[src/rtl/mul8_arb4_if.sv]
// rtl/mul8_arb4_if.sv - request/response bundle for the four-way shared multiplier arbiter
//   req_valid[3:0]  requester -> arbiter  per-requester operation request
//   req_ready[3:0]  arbiter -> requester  one-hot accept strobe
//   req_a/req_b     requester -> arbiter  packed operands, requester i at [8i+7:8i]
//   rsp_valid       arbiter -> consumer   result available
//   rsp_ready       consumer -> arbiter   result accept
//   rsp_id          arbiter -> consumer   owning requester index
//   rsp_p           arbiter -> consumer   registered product
interface mul8_arb4_if;
    logic [3:0]  req_valid;
    logic [3:0]  req_ready;
    logic [31:0] req_a;
    logic [31:0] req_b;
    logic        rsp_valid;
    logic        rsp_ready;
    logic [1:0]  rsp_id;
    logic [15:0] rsp_p;

    modport master (
        output req_valid, req_a, req_b, rsp_ready,
        input  req_ready, rsp_valid, rsp_id, rsp_p
    );

    modport slave (
        input  req_valid, req_a, req_b, rsp_ready,
        output req_ready, rsp_valid, rsp_id, rsp_p
    );
endinterface

[src/rtl/mul8_arb4.sv]
// rtl/mul8_arb4.sv - round-robin arbiter sharing one 8x8 approximate multiplier among four requesters
//   clk      sole clock, rising edge
//   rst_n    asynchronous active-low reset
//   bus      mul8_arb4_if.slave: request/grant and response handshakes
//   mul_a    operand A to the shared multiplier (held between operations)
//   mul_b    operand B to the shared multiplier
//   mul_o    combinational product from the shared multiplier
//   err_clr  synchronous clear of err_acc
//   err_acc  accumulated absolute error vs exact product
// Optional feature: define MUL8_ARB_ERRMON_EN to build the error monitor;
// otherwise err_acc is constant zero and err_clr is ignored.
module mul8_arb4 #(
    parameter int CALC_CYC = 1
) (
    input  logic              clk,
    input  logic              rst_n,
    mul8_arb4_if.slave        bus,
    output logic [7:0]        mul_a,
    output logic [7:0]        mul_b,
    input  logic [15:0]       mul_o,
    input  logic              err_clr,
    output logic [23:0]       err_acc
);

    typedef enum logic [1:0] {IDLE, CALC, RESP} state_t;

    localparam logic [1:0] CNT_INIT = 2'(CALC_CYC - 1);

    state_t      state_q, state_d;
    logic [1:0]  ptr_q, ptr_d;
    logic [7:0]  op_a_q, op_a_d;
    logic [7:0]  op_b_q, op_b_d;
    logic [15:0] rsp_p_q, rsp_p_d;
    logic [1:0]  rsp_id_q, rsp_id_d;
    logic [1:0]  cnt_q, cnt_d;
    // Low for the first cycle after reset release so no grant is issued then.
    logic        armed_q, armed_d;

    logic        gnt_found;
    logic [1:0]  gnt_idx;
    logic [1:0]  idx;
    logic [3:0]  req_ready_c;
    logic        capture;

    always_comb begin
        state_d     = state_q;
        ptr_d       = ptr_q;
        op_a_d      = op_a_q;
        op_b_d      = op_b_q;
        rsp_p_d     = rsp_p_q;
        rsp_id_d    = rsp_id_q;
        cnt_d       = cnt_q;
        armed_d     = 1'b1;
        req_ready_c = 4'b0000;
        capture     = 1'b0;
        gnt_found   = 1'b0;
        gnt_idx     = ptr_q;
        idx         = ptr_q;

        // First valid requester at or after ptr, wrapping mod 4.
        for (int k = 0; k < 4; k++) begin
            idx = ptr_q + 2'(k);
            if (!gnt_found && bus.req_valid[idx]) begin
                gnt_found = 1'b1;
                gnt_idx   = idx;
            end
        end

        case (state_q)
            IDLE: begin
                if (armed_q && gnt_found) begin
                    req_ready_c[gnt_idx] = 1'b1;
                    op_a_d   = bus.req_a[{gnt_idx, 3'b000} +: 8];
                    op_b_d   = bus.req_b[{gnt_idx, 3'b000} +: 8];
                    rsp_id_d = gnt_idx;
                    ptr_d    = gnt_idx + 2'd1;
                    cnt_d    = CNT_INIT;
                    state_d  = CALC;
                end
            end
            CALC: begin
                if (cnt_q == 2'd0) begin
                    rsp_p_d = mul_o;
                    capture = 1'b1;
                    state_d = RESP;
                end else begin
                    cnt_d = cnt_q - 2'd1;
                end
            end
            RESP: begin
                if (bus.rsp_ready) begin
                    state_d = IDLE;
                end
            end
            default: state_d = IDLE;
        endcase
    end

    always_ff @(posedge clk or negedge rst_n) begin
        if (!rst_n) begin
            state_q  <= IDLE;
            ptr_q    <= 2'd0;
            op_a_q   <= 8'd0;
            op_b_q   <= 8'd0;
            rsp_p_q  <= 16'd0;
            rsp_id_q <= 2'd0;
            cnt_q    <= 2'd0;
            armed_q  <= 1'b0;
        end else begin
            state_q  <= state_d;
            ptr_q    <= ptr_d;
            op_a_q   <= op_a_d;
            op_b_q   <= op_b_d;
            rsp_p_q  <= rsp_p_d;
            rsp_id_q <= rsp_id_d;
            cnt_q    <= cnt_d;
            armed_q  <= armed_d;
        end
    end

    assign bus.req_ready = req_ready_c;
    assign bus.rsp_valid = (state_q == RESP);
    assign bus.rsp_id    = rsp_id_q;
    assign bus.rsp_p     = rsp_p_q;
    assign mul_a         = op_a_q;
    assign mul_b         = op_b_q;

`ifdef MUL8_ARB_ERRMON_EN
    logic [15:0] exact_p;
    logic [15:0] abs_err;
    logic [24:0] err_sum;
    logic [23:0] err_acc_q, err_acc_d;

    always_comb begin
        exact_p   = op_a_q * op_b_q;
        abs_err   = (mul_o >= exact_p) ? (mul_o - exact_p) : (exact_p - mul_o);
        err_sum   = {1'b0, err_acc_q} + {9'd0, abs_err};
        err_acc_d = err_acc_q;
        // Clear has priority over an add landing in the same cycle.
        if (err_clr) begin
            err_acc_d = 24'd0;
        end else if (capture) begin
            err_acc_d = err_sum[24] ? 24'hFFFFFF : err_sum[23:0];
        end
    end

    always_ff @(posedge clk or negedge rst_n) begin
        if (!rst_n) begin
            err_acc_q <= 24'd0;
        end else begin
            err_acc_q <= err_acc_d;
        end
    end

    assign err_acc = err_acc_q;
`else
    logic unused_errmon;
    assign unused_errmon = err_clr ^ capture;
    assign err_acc       = 24'd0;
`endif

endmodule
[src/flat_wrapper.sv]
// flat-port wrapper written by rule: the top's interface ports become plain ports
module mul8_arb4_flat 
#(
    parameter int CALC_CYC = 1
)
  (clk, rst_n, mul_a, mul_b, mul_o, err_clr, err_acc, bus_req_valid, bus_req_a, bus_req_b, bus_rsp_ready, bus_req_ready, bus_rsp_valid, bus_rsp_id, bus_rsp_p);
  mul8_arb4_if bus_i ();
  input  logic clk;
  input  logic rst_n;
  output logic [7:0] mul_a;
  output logic [7:0] mul_b;
  input  logic [15:0] mul_o;
  input  logic err_clr;
  output logic [23:0] err_acc;
  input wire logic [$bits(bus_i.req_valid)-1:0] bus_req_valid;
  input wire logic [$bits(bus_i.req_a)-1:0] bus_req_a;
  input wire logic [$bits(bus_i.req_b)-1:0] bus_req_b;
  input wire logic [$bits(bus_i.rsp_ready)-1:0] bus_rsp_ready;
  output wire logic [$bits(bus_i.req_ready)-1:0] bus_req_ready;
  output wire logic [$bits(bus_i.rsp_valid)-1:0] bus_rsp_valid;
  output wire logic [$bits(bus_i.rsp_id)-1:0] bus_rsp_id;
  output wire logic [$bits(bus_i.rsp_p)-1:0] bus_rsp_p;
  assign bus_i.req_valid = bus_req_valid;
  assign bus_i.req_a = bus_req_a;
  assign bus_i.req_b = bus_req_b;
  assign bus_i.rsp_ready = bus_rsp_ready;
  assign bus_req_ready = bus_i.req_ready;
  assign bus_rsp_valid = bus_i.rsp_valid;
  assign bus_rsp_id = bus_i.rsp_id;
  assign bus_rsp_p = bus_i.rsp_p;
  mul8_arb4 #(.CALC_CYC(CALC_CYC)) u_core (.clk(clk), .rst_n(rst_n), .bus(bus_i), .mul_a(mul_a), .mul_b(mul_b), .mul_o(mul_o), .err_clr(err_clr), .err_acc(err_acc));
endmodule
[config.mk]
export PLATFORM = sky130hd
export DESIGN_NAME = mul8_arb4_flat
export DESIGN_NICKNAME = d
export VERILOG_FILES = /design/src/rtl/mul8_arb4_if.sv /design/src/rtl/mul8_arb4.sv /design/src/flat_wrapper.sv
export SDC_FILE = /design/constraint.sdc
export NUM_CORES = 1
export LEC_CHECK = 0
export BUFFER_PORTS_ARGS = -buffer_cell sky130_fd_sc_hd__buf_2
export CORE_UTILIZATION = 25
export CTS_CLUSTER_DIAMETER = 50
export CTS_CLUSTER_SIZE = 10
export DETAILED_ROUTE_END_ITERATION = 16
export PLACE_DENSITY_LB_ADDON = 0.1
export SLEW_MARGIN = 20
export SYNTH_ARGS = -nofsm -noshare
export SYNTH_HDL_FRONTEND = slang
export SYNTH_SLANG_ARGS = --single-unit
[constraint.sdc]
create_clock -name clk -period 1.8 [get_ports clk]
set_clock_uncertainty 0.2 [all_clocks]
set_input_delay 0.27 -clock clk [delete_from_list [all_inputs] [get_ports clk]]
set_output_delay 0.27 -clock clk [all_outputs]
set_load 0.005 [all_outputs]
# Word level (Yosys, flattened, before mapping)
# Cells that the tools add are included.
# totals
reg_bits	41
output_inout_bits	63
elab_cells	68
# classes
addsub	5
order_cmp	6
n_eq_ne	6
shifts	2
n_mux	26
reduce_logical	15
# ops
operator	n
32-bit by 6-bit indexed part select with 8-bit output	2
2-bit 2-to-1 mux	8
2-bit by 3-bit < comparator with 1-bit output, second input constant	5
1-bit 2-to-1 mux	9
1-bit binary-select mux with 2-bit select	4
4-bit 2-to-1 mux	2
2-bit one-hot mux with 3 select lines	1
3-bit AND reduction	2
1-bit logical AND	5
2-bit by 1-bit adder with 2-bit output, second input constant	2
2-bit adder, second input constant	2
2-bit logical NOT	2
2-bit by 1-bit inequality test with 1-bit output, second input constant	2
2-bit inequality test, second input constant	2
2-bit one-hot mux with 2 select lines	1
2-bit AND reduction	2
1-bit logical NOT	3
1-bit demux with 2-bit select	1
2-bit by 1-bit == test with 1-bit output, second input constant	1
2-bit == test, second input constant	1
2-bit by 1-bit >= comparator with 1-bit output, second input constant	1
2-bit nonzero test	1
2-bit by 1-bit subtractor with 2-bit output, second input constant	1

# Logic depth before layout (Yosys ltp)
# logic_depth
ltp_word	18
mapped_depth	7

# Least setup slack after synthesis
# Ideal clock, no wire load.
# synth_path
path_kind	reg-to-output
startpoint	reg u_core.ptr_q[0]
endpoint	out bus_req_ready[1]
arrival_ps	1422
t_required_ps	1330
path_slack_ps	-92
stages_incl_launch_ff	8
n_path_buf	2
path_cell_list	dfrtp_1 > nor2b_1 > a2bb2oi_1 > o221ai_2 > or2_1 > buf_6 > buf_12 > nor2_1
# synth_via
elab_chain_len	18
word_cells_on_any_way	32
classes_between	3 x add/sub; 2 x order compare; 19 x mux; 8 x reduce/logical
# synth_lines
element	line_no	source
from (decl)	mul8_arb4.sv:30	logic [1:0] ptr_q, ptr_d;
from (signal assigned)	mul8_arb4.sv:111	ptr_q <= ptr_d;
parallel branches: the longest is 16 deep, another holds 2-bit by 3-bit < comparator with 1-bit output	--	
4-bit 2-to-1 mux *	mul8_arb4.sv:71	if (armed_q && gnt_found) begin
4-bit 2-to-1 mux *	mul8_arb4.sv:69	case (state_q)
to (decl)	flat_wrapper.sv:19	output wire logic [$bits(bus_i.req_ready)-1:0] bus_req_ready;
# Mark *: on every way between the ends. The select of a mux whose other input is x is not followed.

# Worst setup path in the final report
# Ends and elaborated chain as after synthesis.

==> results by group <==
Cells and area
  • NumNets Final: 451
  • Area Overhead vs Synth: 62.30%
  • Layout cells sized above 1: 60.50%
  • Antenna cell count: 0
  • Final Instance Count excl. Fillers: 470
  • Design area: 3749 sq um
  • Final Util: 42.36%

Routing
  • Via density: 4.285
  • DRT Wirelength: 5967 um
  • Initial DRC Count: 47
  • Drt wl/cell: 12.70 um
  • Final ANT Viol Nets: 0
  • Residual DRC: 18
  • Via count: 2014
  • DR pass1 iterations: 11

Clocking
  • CTS Root Buffer Type: clkbuf_8
  • CTS sink cnt: 41
  • Clock Tree Buf Depth: 2
  • CTS tree: built
  • Worst-Skew Late Latency: 290 ps
  • Total CTS buffers: 5
  • H-tree lvl count: 2
  • Clock transition at path regs: 80 ps

Critical path
  • FF-to-FF path depth: 8
  • Critical Path End Type: output pin
  • CP max stage cell: dfrtp_1
  • Crit path max fanout: 5
  • Cell Chain, Critical Path: nor2b_4 -> a2bb2oi_2 -> o221ai_2 -> or2_4 -> buf_12 -> nor2_2 -> buf_2
  • WP data required: 1330 ps
  • R2r startpoint: u_core.ptr_q[1]
  • Worst Setup Start Kind: register
  • Flop2flop setup slack: -250 ps
  • Kind of critical path: reg2out
  • Critical path arrival: 1680 ps
  • CP peak stage delay: 390 ps
  • End of the worst register-to-register path: u_core.mul_b[4]

Job
  • Max Cap Viol: 0

Power and ir drop
  • Leak: 1.818 nW
  • Maximum vdd drop: 0.6001 mV
  • Int Power: 3.482 mW
  • Sequential Power Share: 30.0%
  • Power per Cell Area: 1406 nW/um^2
  • Clock share of power: 11.5%
  • Net Switching: 1.790 mW
  • Sw frac: 33.95%
  • Logic pwr share: 58.5%
  • Total Power: 5.272 mW

Synth
  • Seq/Total Area, Yosys: 44.42%
  • Mapped cell area: 2310 sq um
  • Synth Area per Inst: 11.49 sq um
  • Number of synthesized register bits: 41
  • EDFF count, synth: 0
  • Asr flop ratio synth: 100.0%
  • Gate Count Post-Synth: 201
  • Most common cell in the netlist: dfrtp_1
  • Top cells by count, synth: dfrtp_1 (41), mux2i_1 (32), buf_4 (27)
  • Yosys warning count: 0
  • Synth area leaders: dfrtp_1 (44%), mux2i_1 (14%), buf_4 (8.8%)
  • Synth cell types: 31
  • Top_reg_cell synth: dfrtp_1
  • Yosys top cell area share: 44.42%
  • Yosys top cell by area: dfrtp_1

STA
  • Fin. Hold Viols: 0
  • Final period util: 119.6%
  • F_max: 464.7 MHz
  • # setup viols final: 21
  • Final Max Slew Viols: 0
  • RSZ-0062 raised after global routing: true
  • Final WS setup: -351.9 ps
  • Tmin final: 2152 ps

Min path
  • Worst hold path class: in2reg
  • WHS Path Cells: 2
  • Hold worst-path end: u_core.bus.rsp_p[12]
  • Critical hold path startpoint: mul_o[12]

Die
  • Die Wd: 98.12 um
  • I/O pins: 151
  • Die H: 98.12 um
  • Core area: 8848 sq um
  • Starting density of the core: 26.10%
  • Number of placement rows: 34
  • Die Area: 9628 sq um

Status
  • Failing checks: DRC, setup timing
  • Status: complete, but fails checks

GRT
  • First-pass GRT wire length: 9294 um
  • Vias in the first global route: 1912
  • Initial antenna violation count: 0
  • GRT Resource Usage Total: 12.15%
  • Grt ovf: 0
  • Largest net degree at the start of global routing: 25

Placed design
  • Port bufs: 125
  • Placed Area: 3123 sq um
  • GPL Wtd Cong: 0.7521
  • Dpl cells: 443
  • Hpwl dp: 4480 um
==> timing repair <==
action,4_1_cts,5_1_grt
gates cloned,1,3
hold endpoints to repair,18,7
pin swaps,8,12
hold buffers,2,7
endpoints found under the setup margin,20,21
gates resized for setup,33,25
buffers inserted,5,2
==> sequential cells by signal, indices dropped and copies added, names as in the netlist <==
name               count
u_core.bus.rsp_p      16
u_core.mul_a           8
u_core.mul_b           8
u_core.bus.rsp_id      2
u_core.cnt_q           2
u_core.ptr_q           2
u_core.state_q         2
u_core.armed_q         1
==> power groups by stage <==
stage | logic, mW | clock network, mW | registers, mW
global route | 3.35 | 0.684 | 1.65
detailed placement | 2.35 | 0 | 1.60
finish | 3.08 | 0.607 | 1.58
CTS | 2.75 | 0.643 | 1.59
floorplan | 1.39 | 0 | 1.63
global placement | 2.33 | 0 | 1.58
==> through the flow <==
stage	hold WS (ps)	TNS (ps)	worst slack [ps]
after floorplan	-225.6	-149.2	-43.13
after global placement	46.42	-3035	-194.7
after detailed placement	46.23	-3523	-203.1
after CTS	0.3827	-4714	-393.6
after global routing	0.2209	-5917	-460.0
final	11.75	-4000	-351.9
==> metal layers <==
| metal | track usage [%] | up-vias | share of wire [%] |
|---|---|---|---|
| li1 | - | 989 | - |
| met1 | 15.46 | 912 | 42 |
| met2 | 19.50 | 105 | 47 |
| met3 | 4.366 | 8 | 10 |
| met4 | 3.147 | 0 | 0.82 |
| met5 | 0 | - | 0 |
==> worst max path at each step <==
stage / endpoint / slack [ps] / start
after CTS: bus_req_ready[1] / -390 / u_core.ptr_q[0]
after global placement: bus_req_ready[3] / -190 / bus_req_valid[2]
after global routing: bus_req_ready[1] / -460 / u_core.ptr_q[0]
after floorplan: bus_req_ready[1] / -40 / u_core.ptr_q[0]
after detailed placement: bus_req_ready[3] / -200 / bus_req_valid[3]
final: bus_req_ready[1] / -350 / u_core.ptr_q[0]
==> logic make-up after synthesis <==
family                   synth area share, %
multiplexers                           22.16
AND/OR/NAND/NOR                        9.427
flip-flops                             44.42
buffers and inverters                  11.97
AO/OA/AOI/OAI                          10.78
other                                 0.3251
adder cells (fa/ha/maj)               0.5416
XOR/XNOR                              0.3793
==> cells in the final DEF (no fill, tap or decap), types with 2 or more instances in the layout <==
cell type | synthesis | routed
clkbuf_8 | 0 | 6
nand2b_1 | 3 | 2
buf_8 | 0 | 2
mux2i_1 | 32 | 14
nand3_1 | 2 | 2
dfrtp_1 | 41 | 41
dlygate4sd3_1 | 0 | 9
clkbuf_16 | 0 | 2
inv_1 | 4 | 3
o221ai_1 | 8 | 6
o21ai_0 | 6 | 6
buf_2 | 1 | 124
mux2i_2 | 0 | 2
o221ai_2 | 9 | 11
mux2i_4 | 0 | 16
nor2_1 | 5 | 3
mux2_2 | 17 | 17
buf_4 | 27 | 16
conb_1 | 2 | 25
nand2_1 | 22 | 22
nor2b_1 | 3 | 2
nand3b_1 | 2 | 2
buf_6 | 2 | 4
buf_12 | 1 | 7
==> cell type report <==
| type | count | area [sq um] |
|---|---|---|
| Multi-Input combinational cell | 145 | 1360 |
| Timing Repair Buffer | 165 | 1124 |
| Clock buffer | 7 | 86.33 |
| Tap cell | 108 | 135.1 |
| Inverter | 4 | 17.52 |
| Fill cell | 843 | 5100 |
| Sequential cell | 41 | 1026 |
==> worst max-delay path, delay by kind of cell (launching register included) <==
kind / cells / cell delay (ps)
buffers and inverters: 2 / 250
AO/OA/AOI/OAI: 2 / 260
AND/OR/NAND/NOR: 3 / 490
flip-flops: 1 / 390
(Power assumes the default switching activity.)
